## src/rtl/psr_window_ctrl.sv

```systemverilog
`default_nettype none
// ============================================================================
//  Module   : psr_window_ctrl
//  Purpose  : Processor-state and register-window controller. Holds the
//             integer condition codes (icc), supervisor / previous-supervisor
//             / enable-traps bits, the current window pointer (CWP) and the
//             window invalid mask (WIM). Applies one window/trap command per
//             clock edge and evaluates branch conditions against icc.
//  Ports    : CLK, RESET (async, active high)
//             Flags/SCC          - ALU flags {N,Z,V,C}, latch into icc
//             SAVE/RESTORE       - window decrement / increment (WIM checked)
//             TRAP/RETT          - trap entry / trap return
//             WR_PSR/WR_WIM      - write PSR fields or WIM from PSR_In
//             Cond               - Bicc condition for Branch_Taken
//             Out, CWP, PSR_Out  - registered state views
//             Trap_*             - one-cycle registered trap pulses
//             Error_Mode         - sticky error state
//  Revision : 1.0  initial release
// ============================================================================
module psr_window_ctrl #(
  parameter int NWINDOWS      = 8,
  parameter int DATAWIDTH_BUS = 32,
  localparam int CWP_W        = (NWINDOWS > 2) ? $clog2(NWINDOWS) : 1
) (
  input  logic                     CLK,
  input  logic                     RESET,
  input  logic [3:0]               Flags,
  input  logic                     SCC,
  input  logic                     SAVE,
  input  logic                     RESTORE,
  input  logic                     TRAP,
  input  logic                     RETT,
  input  logic                     WR_PSR,
  input  logic                     WR_WIM,
  input  logic [DATAWIDTH_BUS-1:0] PSR_In,
  input  logic [3:0]               Cond,
  output logic [3:0]               Out,
  output logic [CWP_W-1:0]         CWP,
  output logic [DATAWIDTH_BUS-1:0] PSR_Out,
  output logic                     Branch_Taken,
  output logic                     Trap_Overflow,
  output logic                     Trap_Underflow,
  output logic                     Trap_Illegal,
  output logic                     Error_Mode
);

  typedef enum logic [0:0] {
    ST_RUN   = 1'b0,
    ST_ERROR = 1'b1
  } state_t;

  localparam logic [CWP_W-1:0] C_CWP_MAX = CWP_W'(NWINDOWS - 1);

  state_t                r_state, w_state_nxt;
  logic [3:0]            r_icc, w_icc_nxt;
  logic [CWP_W-1:0]      r_cwp, w_cwp_nxt;
  logic                  r_s, w_s_nxt;
  logic                  r_ps, w_ps_nxt;
  logic                  r_et, w_et_nxt;
  logic [NWINDOWS-1:0]   r_wim, w_wim_nxt;
  logic                  r_tov, w_tov_nxt;
  logic                  r_tun, w_tun_nxt;
  logic                  r_till, w_till_nxt;

  logic [CWP_W-1:0]      w_cwp_dec;
  logic [CWP_W-1:0]      w_cwp_inc;
  logic                  w_psr_cwp_ok;
  logic                  w_cond_base;
  logic [DATAWIDTH_BUS-1:0] w_psr;
  logic                  w_unused_psr_bits;

  // Explicit wrap so non-power-of-two window counts stay in 0..NWINDOWS-1.
  assign w_cwp_dec = (r_cwp == '0)        ? C_CWP_MAX : r_cwp - 1'b1;
  assign w_cwp_inc = (r_cwp == C_CWP_MAX) ? '0        : r_cwp + 1'b1;

  // Six-bit compare so NWINDOWS=32 does not alias to zero.
  assign w_psr_cwp_ok = ({1'b0, PSR_In[4:0]} < 6'(NWINDOWS));

  assign w_unused_psr_bits = &{1'b0, PSR_In};

  always_ff @(posedge CLK or posedge RESET) begin
    if (RESET) begin
      r_state <= ST_RUN;
      r_icc   <= '0;
      r_cwp   <= '0;
      r_s     <= 1'b1;
      r_ps    <= 1'b0;
      r_et    <= 1'b0;
      r_wim   <= '0;
      r_tov   <= 1'b0;
      r_tun   <= 1'b0;
      r_till  <= 1'b0;
    end else begin
      r_state <= w_state_nxt;
      r_icc   <= w_icc_nxt;
      r_cwp   <= w_cwp_nxt;
      r_s     <= w_s_nxt;
      r_ps    <= w_ps_nxt;
      r_et    <= w_et_nxt;
      r_wim   <= w_wim_nxt;
      r_tov   <= w_tov_nxt;
      r_tun   <= w_tun_nxt;
      r_till  <= w_till_nxt;
    end
  end

  always_comb begin
    w_state_nxt = r_state;
    w_icc_nxt   = r_icc;
    w_cwp_nxt   = r_cwp;
    w_s_nxt     = r_s;
    w_ps_nxt    = r_ps;
    w_et_nxt    = r_et;
    w_wim_nxt   = r_wim;
    w_tov_nxt   = 1'b0;
    w_tun_nxt   = 1'b0;
    w_till_nxt  = 1'b0;

    if (r_state == ST_RUN) begin
      // SCC acts alongside any window command; a legal WR_PSR overrides it.
      if (SCC) begin
        w_icc_nxt = Flags;
      end

      if (WR_PSR) begin
        if (w_psr_cwp_ok) begin
          w_icc_nxt = PSR_In[23:20];
          w_s_nxt   = PSR_In[7];
          w_ps_nxt  = PSR_In[6];
          w_et_nxt  = PSR_In[5];
          w_cwp_nxt = PSR_In[CWP_W-1:0];
        end else begin
          w_till_nxt = 1'b1;
        end
      end else if (WR_WIM) begin
        w_wim_nxt = PSR_In[NWINDOWS-1:0];
      end else if (TRAP) begin
        if (r_et) begin
          w_cwp_nxt = w_cwp_dec;
          w_ps_nxt  = r_s;
          w_s_nxt   = 1'b1;
          w_et_nxt  = 1'b0;
        end else begin
          // Trap with traps disabled: freeze everything, including icc.
          w_state_nxt = ST_ERROR;
          w_icc_nxt   = r_icc;
        end
      end else if (RETT) begin
        if (!r_et && r_s) begin
          w_cwp_nxt = w_cwp_inc;
          w_s_nxt   = r_ps;
          w_et_nxt  = 1'b1;
        end else begin
          w_till_nxt = 1'b1;
        end
      end else if (SAVE) begin
        if (r_wim[w_cwp_dec]) begin
          w_tov_nxt = 1'b1;
        end else begin
          w_cwp_nxt = w_cwp_dec;
        end
      end else if (RESTORE) begin
        if (r_wim[w_cwp_inc]) begin
          w_tun_nxt = 1'b1;
        end else begin
          w_cwp_nxt = w_cwp_inc;
        end
      end
    end
  end

  // Cond[3] inverts conditions 0..7, giving 8 = always and 9..15 = negations.
  always_comb begin
    w_cond_base = 1'b0;
    unique case (Cond[2:0])
      3'd0: w_cond_base = 1'b0;
      3'd1: w_cond_base = r_icc[2];
      3'd2: w_cond_base = r_icc[2] | (r_icc[3] ^ r_icc[1]);
      3'd3: w_cond_base = r_icc[3] ^ r_icc[1];
      3'd4: w_cond_base = r_icc[0] | r_icc[2];
      3'd5: w_cond_base = r_icc[0];
      3'd6: w_cond_base = r_icc[3];
      3'd7: w_cond_base = r_icc[1];
      default: w_cond_base = 1'b0;
    endcase
  end

  always_comb begin
    w_psr              = '0;
    w_psr[23:20]       = r_icc;
    w_psr[7]           = r_s;
    w_psr[6]           = r_ps;
    w_psr[5]           = r_et;
    w_psr[CWP_W-1:0]   = r_cwp;
  end

  assign Out            = r_icc;
  assign CWP            = r_cwp;
  assign PSR_Out        = w_psr;
  assign Branch_Taken   = w_cond_base ^ Cond[3];
  assign Trap_Overflow  = r_tov;
  assign Trap_Underflow = r_tun;
  assign Trap_Illegal   = r_till;
  assign Error_Mode     = (r_state == ST_ERROR);

endmodule
`default_nettype wire
```

## config.mk

```make
export PLATFORM = sky130hd
export DESIGN_NAME = psr_window_ctrl
export DESIGN_NICKNAME = d
export VERILOG_FILES = /design/src/rtl/psr_window_ctrl.sv
export SDC_FILE = /design/constraint.sdc
export NUM_CORES = 1
export LEC_CHECK = 0
export ABC_AREA = 0
export CAP_MARGIN = 10
export CORE_ASPECT_RATIO = 0.6
export CORE_MARGIN = 1.5
export CORE_UTILIZATION = 41
export CTS_CLUSTER_DIAMETER = 100
export CTS_CLUSTER_SIZE = 24
export DETAILED_ROUTE_END_ITERATION = 8
export PLACE_DENSITY_LB_ADDON = 0.12
export SLEW_MARGIN = 25
export SYNTH_ARGS = -nofsm -noshare
export SYNTH_HDL_FRONTEND = slang
export SYNTH_SLANG_ARGS = --single-unit
```

## constraint.sdc

```tcl
create_clock -name CLK -period 4.5 [get_ports CLK]
set_input_delay 0.9 -clock CLK [delete_from_list [all_inputs] [get_ports CLK]]
set_output_delay 0.9 -clock CLK [all_outputs]
set_load 0.01 [all_outputs]
```

==> flow_summary.yaml, run 1 <==
status:
  outcome: "complete, no violations"
drt:
  ant_nets: 0
  firstDrtPassIters: 4
  drc: 0
  drt_iter0_drc: 68
  via_per_inst: 4.980
  vias: 1265
  wl_um: 3611
  wl_per_cell_um: 14.22
place:
  portBuffers: 50
  post_dp_cell_area_um2: 1997
  post-dp-hpwl_um: 2860
  globalplace.congestion: 0.8121
pwr:
  p_per_area_nw_per_um2: 495.8
  clock_power_share_pct: 14.0
  ir_drop_v: 0.0002135
  p_leak_nw: 0.8678
  p_sw_share_pct: 35.25
  p_int_mw: 0.6587
  combPwrFrac_pct: 51.9
  switchingPower_mw: 0.3586
  seqPwrFrac_pct: 34.0
cts:
  cts_buffer_depth: 2
  ctsHoldBuffers: 0
  htreeDepth: 1
  cts_tree: "done"
  cts_root_buf: "clkbuf_8"
  clkLatencyLatePin_ps: 260
  post_cts_buffers: 0
  post_cts_resized: 0
  clk_pin_slew_worst_paths_ps: 80
  clock_sinks: 22
  cts_buffers: 3
critical_path:
  cp-start-kind: "input port"
  cp-end-kind: "output pin"
  r2r_end: "CWP[1]$_DFFE_PP0P_"
  crit_path_start: "Cond[0]"
  path_buf_inv: 2
  worstPathArrival_ps: 2660
  slowest_delay_ps: 570
  worst_ep_required_time_ps: 3600
  crit_chain: "clkdlybuf4s50_1 -> mux2i_1 -> nand2_1 -> o311ai_0 -> o21ai_0 -> xor2_1 -> clkdlybuf4s50_1"
  reg2regPathDepth: 8
  cpMostUsedCell: "clkdlybuf4s50_1"
  rr_startpoint: "CWP[0]$_DFFE_PP0P_"
  crit_slowest_cell: "clkdlybuf4s50_1"
  endpoint: "Branch_Taken"
  r2r_slack_ps: 1980
  worst-setup-path-type: "input port to output pin"
  crit_family: "buffers and inverters"
  cp.depth: 7
  crit_fanout: 3
timing:
  hold_violations: 0
  timing.hold.ws_ps: 529.0
  setup_violations: 0
  grt_setup_unrepaired: "no"
  finalCritPeriodShare_pct: 79.11
  fin_skew_ps: 5.376
  finalSetupTns_ps: 0
  worst_slew_pin_slew_ps: 902.8
  slew_violations: 0
  max_freq_mhz: 280.9
  fin_crit_ps: 3560
  relSlewSlack_pct: 39.75
synth:
  synth_top_family_by_area: "buffers and inverters"
  synth.distinct_cells: 40
  netlist_instances: 168
  ys_warn_count: 0
  syn_area_um2: 1618
  synthMuxAreaShare_pct: 14.69
  synth_seq_cells: 22
  synthTopCellsByArea: "dfrtp_1 (32%), buf_4 (15%), mux2_2 (5.6%)"
  synth_top_area_share_pct: 32.48
  synthAdderAreaFrac_pct: 3.094
  synth_top_area_cell: "dfrtp_1"
  yosysSeqAreaShare_pct: 34.11
  synth_xor_area_share_pct: 2.166
  synthSimpleGateAreaFrac_pct: 13.07
  synth-compound-area-share_pct: 15.24
  avgSynthCellArea_um2: 9.630
floorplan:
  io_pins: 93
  die_y_um: 51.66
  rows: 17
  core-area_um2: 3722
  initial_core_util_pct: 43.46
  fp.dieArea_um2: 4344
  die_w_um: 84.10
cells_and_area:
  final_cell_mix: "clkdlybuf4s50_1 (50), conb_1 (22), dfrtp_1 (21), o21ai_0 (12)"
  post-route-util_pct: 55.13
  drive_gt1_share_pct: 11.59
  nNetsFinal: 261
  insertedDiodeCount: 0
  layout_commonest_cell: "clkdlybuf4s50_1"
  stdcell_area_um2: 2052
  area_growth_pct: 26.84
grt:
  grt_pass1_vias: 1151
  grt_pass1_wl_um: 5906
  overflow: 0
  antenna_found_initial: 0
  grt_max_degree: 23
  grt_usage_pct: 17.66
hold_path:
  hold_path_class: "register to register"
  min_from: "r_s$_DFFE_PP1P_"
job:
  maxCapViolations: 0
-- worst min-delay path, delay by kind of cell, from the launching register on --
| family | cells | cell delay (ps) |
|---|---|---|
| flops | 1 | 390 |
| compound gates | 2 | 140 |
-- sequential cells by signal, summed over array words and instances, names as in the netlist --
register,count
r_s,1
Trap_Underflow,1
Trap_Illegal,1
Out,4
Error_Mode,1
Trap_Overflow,1
r_wim,8
CWP,3
r_ps,1
r_et,1
-- kinds of logic (layout without fill, tap and decap cells) --
group | Yosys count | in the layout
flops | 22 | 22
buf+inv | 42 | 60
compound gates | 38 | 38
simple gates | 40 | 40
mux | 17 | 17
xor+xnor | 4 | 4
fa+ha+maj | 4 | 4
other cells | 1 | 22
-- layer usage --
layer / share of wire (%) / wire length, um / track usage (%)
met4: 0.39 / 14 / 3.279
met3: 6.8 / 246 / 4.762
met5: 0 / 0 / 0
met2: 42 / 1501 / 25.60
met1: 51 / 1849 / 26.45
-- final cells by class --
| type | count | area, um^2 |
|---|---|---|
| Clock buffer | 4 | 55.05 |
| Fill cell | 325 | 1670 |
| Inverter | 6 | 22.52 |
| Multi-Input combinational cell | 125 | 863.3 |
| Sequential cell | 22 | 551.8 |
| Tap cell | 47 | 58.81 |
| Timing Repair Buffer | 50 | 500.5 |
-- power by group through the flow --
| stage | logic [mW] | clock network (mW) | registers (mW) |
|---|---|---|---|
| after global placement | 0.522 | 0 | 0.346 |
| after global routing | 0.578 | 0.159 | 0.363 |
| final | 0.528 | 0.143 | 0.346 |
| after CTS | 0.531 | 0.147 | 0.347 |
| after detailed placement | 0.528 | 0 | 0.351 |
| after floorplan | 0.360 | 0 | 0.345 |
-- worst min path at each step --
stage | endpoint | depth (start not counted)
global placement | r_wim[7]$_DFFE_PP0P_ | 1
CTS | r_s$_DFFE_PP1P_ | 2
floorplan | r_wim[1]$_DFFE_PP0P_ | 1
global route | r_s$_DFFE_PP1P_ | 2
finish | r_s$_DFFE_PP1P_ | 2
detailed placement | r_wim[0]$_DFFE_PP0P_ | 1
-- cell usage after synthesis (all sizes together) --
cell,count
or3b,1
conb,1
a21oi,10
nor3b,1
and3,1
a31oi,1
o21ai,14
dfrtp,21
xor2,4
ha,4
nor2b,2
o32ai,2
o31ai,1
and2,1
or2,1
mux2,11
nand2,11
nor4b,1
nand3,1
nand2b,3
nor3,5
a22oi,6
a21o,1
dfstp,1
o21bai,2
or3,1
o311ai,1
nor2,11
buf,33
mux2i,2
inv,6
mux4,4
clkbuf,3
-- per-stage QoR --
stage,power (mW),cells,worst slack (ps)
after floorplan,0.7047,189,2033
after global placement,0.8675,250,965.1
after detailed placement,0.8792,250,941.2
after CTS,1.025,254,941.4
after global routing,1.099,254,816.8
final,1.017,254,940.1
Power figures use the tool's default switching activity.
==> run 2: changes to the inputs <==
--- a/config.mk
+++ b/config.mk
@@ -9,7 +9,7 @@
 export CAP_MARGIN = 10
 export CORE_ASPECT_RATIO = 0.6
 export CORE_MARGIN = 1.5
-export CORE_UTILIZATION = 41
+export CORE_UTILIZATION = 38
 export CTS_CLUSTER_DIAMETER = 100
 export CTS_CLUSTER_SIZE = 24
 export DETAILED_ROUTE_END_ITERATION = 8
==> constraint.sdc (replaced) <==
create_clock -name CLK -period 3.3 [get_ports CLK]
set_input_delay 0.66 -clock CLK [delete_from_list [all_inputs] [get_ports CLK]]
set_output_delay 0.66 -clock CLK [all_outputs]
set_load 0.01 [all_outputs]
==> run 2 against run 1 <==
- via count increased by 0.47%
- sequential power increased by 39%
- routed wire length increased by 2.0%
==> flow_summary.yaml, run 2 (synthesized netlist as in run 1, its figures left out) <==
pwr:
  switchingPower_mw: 0.4952
  ir_drop_v: 0.0002807
  combPwrFrac_pct: 51.6
  seqPwrFrac_pct: 34.4
  p_per_area_nw_per_um2: 668.8
  clock_power_share_pct: 14.0
  p_leak_nw: 0.8767
  p_int_mw: 0.8982
  finalPower_mw: 1.393
  p_sw_share_pct: 35.54
cells_and_area:
  insertedDiodeCount: 0
  stdcell_area_um2: 2083
  post-route-util_pct: 50.82
  largest_reg_flops: 8
  register_area_um2: 551.8
  drive_gt1_share_pct: 12.44
  nNetsFinal: 263
  fill_cells: 371
  regMostFlops: "r_wim"
  multi_input_area_um2: 863.3
  layout_commonest_cell: "clkdlybuf4s50_1"
  area_growth_pct: 28.77
  final_cell_mix: "clkdlybuf4s50_1 (50), conb_1 (22), dfrtp_1 (21), o21ai_0 (12)"
timing:
  fin_skew_ps: 6.984
  setup_violations: 0
  grt_setup_unrepaired: "no"
  timing.hold.ws_ps: 535.3
  worst_slew_pin_slew_ps: 875.8
  fin_crit_ps: 3078
  max_freq_mhz: 324.9
  finalCritPeriodShare_pct: 93.26
  finalSetupTns_ps: 0
  slew_violations: 0
  relSlewSlack_pct: 41.55
  hold_violations: 0
drt:
  drt_iter0_drc: 36
  via_per_inst: 4.725
  wl_per_cell_um: 13.69
  drc: 0
  firstDrtPassIters: 4
  ant_nets: 0
  wl_um: 3682
  vias: 1271
grt:
  grt_pass1_wl_um: 5623
  antenna_found_initial: 0
  grt_max_degree: 23
  grt_usage_pct: 16.39
  overflow: 0
  grt_pass1_vias: 1120
critical_path:
  r2r_end: "CWP[1]$_DFFE_PP0P_"
  worst_ep_required_time_ps: 2640
  worst-setup-path-type: "input port to output pin"
  reg2regPathDepth: 8
  cp-start-kind: "input port"
  r2r_slack_ps: 770
  rr_startpoint: "CWP[0]$_DFFE_PP0P_"
  cp-end-kind: "output pin"
  worstPathArrival_ps: 2420
  crit_fanout: 3
floorplan:
  initial_core_util_pct: 39.47
  io_pins: 93
  die_w_um: 87.24
  fp.dieArea_um2: 4671
  rows: 18
  die_y_um: 53.54
  core-area_um2: 4099
cts:
  ctsHoldBuffers: 0
  clkLatencyLatePin_ps: 260
  clock_sinks: 22
  cts_root_buf: "clkbuf_8"
  clk_pin_slew_worst_paths_ps: 80
  htreeDepth: 1
  cts_buffer_depth: 2
  cts_tree: "done"
  cts_buffers: 3
  post_cts_resized: 0
  post_cts_buffers: 0
place:
  post_dp_cell_area_um2: 2028
  post-dp-hpwl_um: 2983
  portBuffers: 50
  globalplace.congestion: 0.7881
status:
  outcome: "complete, no violations"
hold_path:
  min_from: "r_s$_DFFE_PP1P_"
  min_delay_path_depth: 2
  whs_endpoint: "r_s$_DFFE_PP1P_"
  hold_path_class: "register to register"
job:
  maxCapViolations: 0
run 2: cell type report:
type,instances,area share (%)
well taps,60,3.604
multi-input cells,125,41.44
inverters,6,1.081
clock buffers,4,2.643
flip-flops and latches,22,26.49
repair buffers,52,24.74
run 2: worst max-delay path by stage:
stage	slack [ps]	start	to
6_report	220	Cond[0]	Branch_Taken
5_1_grt	110	Cond[0]	Branch_Taken
4_1_cts	210	Cond[0]	Branch_Taken
3_5_place_dp	220	Cond[0]	Branch_Taken
3_3_place_gp	230	Cond[0]	Branch_Taken
2_1_floorplan	970	CWP[0]$_DFFE_PP0P_	CWP[0]$_DFFE_PP0P_
run 2: critical path, stage by stage:
cell             delay [ps]
clkdlybuf4s50_1         530
mux2i_1                 200
nand2_1                  70
o311ai_0                 90
o21ai_0                 170
xor2_1                  140
clkdlybuf4s50_1         560
run 2: power groups by stage:
stage | Combinational (mW) | Clock, mW | Sequential [mW]
2_1_floorplan | 0.491 | 0 | 0.470
3_3_place_gp | 0.712 | 0 | 0.476
3_5_place_dp | 0.724 | 0 | 0.486
4_1_cts | 0.727 | 0.202 | 0.480
5_1_grt | 0.797 | 0.215 | 0.497
6_report | 0.719 | 0.195 | 0.480
run 2: per-layer routing:
layer | GRT usage (%) | share of wire (%)
met4 | 3.968 | 0.52
met5 | 0 | 0
met1 | 24.62 | 50
met2 | 23.77 | 44
met3 | 3.834 | 5.1
run 2: metrics by stage:
| step | cells | setup slack, ps |
|---|---|---|
| after floorplan | 189 | 969.3 |
| after detailed placement | 265 | 216.8 |
| after CTS | 269 | 213.3 |
| after global routing | 269 | 106.5 |
| after global placement | 265 | 228.7 |
| final | 269 | 222.4 |
==> run 3: changes to the inputs <==
--- a/config.mk
+++ b/config.mk
@@ -9,7 +9,8 @@
 export CAP_MARGIN = 10
 export CORE_ASPECT_RATIO = 0.6
 export CORE_MARGIN = 1.5
-export CORE_UTILIZATION = 38
+export CORE_UTILIZATION = 39
+export CTS_BUF_LIST = sky130_fd_sc_hd__clkbuf_4
 export CTS_CLUSTER_DIAMETER = 100
 export CTS_CLUSTER_SIZE = 24
 export DETAILED_ROUTE_END_ITERATION = 8
@@ -18,3 +19,4 @@
 export SYNTH_ARGS = -nofsm -noshare
 export SYNTH_HDL_FRONTEND = slang
 export SYNTH_SLANG_ARGS = --single-unit
+export TNS_END_PERCENT = 50
==> run 3 against run 2 <==
- global-route usage grew 0.80 points
- core utilization grew 2.6 points
- worst hold slack gained 6.6 ps
- clock skew grew 13 ps
==> flow_summary.yaml, run 3 (synthesized netlist as in run 1, its figures left out) <==
floorplan:
  rows: 17
  die_w_um: 86.15
  fp.dieArea_um2: 4556
  initial_core_util_pct: 42.25
  io_pins: 93
  core-area_um2: 3829
  die_y_um: 52.89
grt:
  grt_pass1_vias: 1177
  antenna_found_initial: 0
  grt_usage_pct: 17.20
  overflow: 0
  grt_pass1_wl_um: 5885
  grt_max_degree: 23
place:
  pre_cts_ws_ps: 229.1
  dp.cells: 253
  globalplace.congestion: 0.7949
  post-dp-hpwl_um: 3043
  portBuffers: 50
  post_dp_cell_area_um2: 2019
pwr:
  finalPower_mw: 1.336
  ir_drop_v: 0.0003167
  p_leak_nw: 0.8686
  p_per_area_nw_per_um2: 653.0
timing:
  worst_slew_pin_slew_ps: 864.4
  grt_setup_unrepaired: "no"
  finalCritPeriodShare_pct: 92.69
  hold_violations: 0
  fin_crit_ps: 3059
  max_freq_mhz: 326.9
  slew_violations: 0
  fin_skew_ps: 19.84
  worst_slack_ps: 241.3
  setup_violations: 0
  timing.hold.ws_ps: 542.0
  finalSetupTns_ps: 0
  relSlewSlack_pct: 42.31
critical_path:
  worst_ep_required_time_ps: 2640
  worstPathArrival_ps: 2400
  cp-start-kind: "input port"
  worst-setup-path-type: "input port to output pin"
  crit_fanout: 3
  cp-end-kind: "output pin"
cts:
  cts_root_buf: "clkbuf_4"
  cts_buffer_depth: 2
  clock_sinks: 22
  clk_pin_slew_worst_paths_ps: 110
  post_cts_resized: 0
  cts_buffers: 3
  clkLatencyLatePin_ps: 320
  cts_tree: "done"
  ctsHoldBuffers: 0
  htreeDepth: 1
  post_cts_buffers: 0
drt:
  wl_met2_um: 1713
  vias: 1311
  drc: 0
  wl_met1_um: 1820
  firstDrtPassIters: 4
  maxUsedRoutingLayer: "met3"
  drt_iter0_drc: 118
  via_per_inst: 5.101
  wl_um: 3791
  ant_nets: 0
  met3_length_um: 257
  wl_per_cell_um: 14.75
cells_and_area:
  stdcell_area_um2: 2046
  fill_cells: 361
  largest_reg_flops: 8
  nNetsFinal: 264
  insertedDiodeCount: 0
  regMostFlops: "r_wim"
  area_growth_pct: 26.45
  final_cell_mix: "clkdlybuf4s50_1 (50), conb_1 (22), dfrtp_1 (21), o21ai_0 (12)"
  post-route-util_pct: 53.43
  drive_gt1_share_pct: 12.38
  fin_cells: 257
  layout_commonest_cell: "clkdlybuf4s50_1"
hold_path:
  hold_path_class: "register to register"
job:
  maxCapViolations: 0
status:
  outcome: "complete, no violations"
[run 3: changes by cell type in the layout (fill, tap and decap cells not counted)]
cell,delta
buf_4,+1
clkbuf_4,+3
clkbuf_8,-4
clkinv_1,+1
[run 3: cell type report]
class	count	area (um^2)	share of cell area [%]
Multi-Input combinational cell	125	863.3	42.20
Sequential cell	22	551.8	26.97
Timing Repair Buffer	53	523.0	25.57
Tap cell	47	58.81	2.875
Clock buffer	3	22.52	1.101
Inverter	6	22.52	1.101
Clock inverter	1	3.754	0.1835
[run 3: path summary, 6_finish.rpt]
check	start	endpoint	slack (ps)	cells past startpoint
max	Cond[0]	Branch_Taken	240	7
min	r_wim[2]$_DFFE_PP0P_	r_wim[2]$_DFFE_PP0P_	540	1
max reg2reg	CWP[0]$_DFFE_PP0P_	CWP[0]$_DFFE_PP0P_	710	8
min reg2reg	r_wim[2]$_DFFE_PP0P_	r_wim[2]$_DFFE_PP0P_	540	1
max in group asynchronous	RESET	CWP[1]$_DFFE_PP0P_	1950	2
min in group asynchronous	RESET	r_wim[7]$_DFFE_PP0P_	800	2
[run 3: metal layers]
metal  track usage (%)  up-vias
met3             4.680        0
li1                  -      622
met4             3.226        0
met1             24.95      633
met5                 0        -
met2             25.72       56
[run 3: worst max-delay path, cell delays in order]
cell and delay, ps:
clkdlybuf4s50_1 530, mux2i_1 200, nand2_1 60, o311ai_0 80
o21ai_0 160, xor2_1 150, clkdlybuf4s50_1 570
[run 3: report_power, final]
part / switching [mW] / internal [mW]
Sequential: 0.109 / 0.368
Combinational: 0.307 / 0.425
Clock: 0.0833 / 0.0442
Total: 0.500 / 0.836
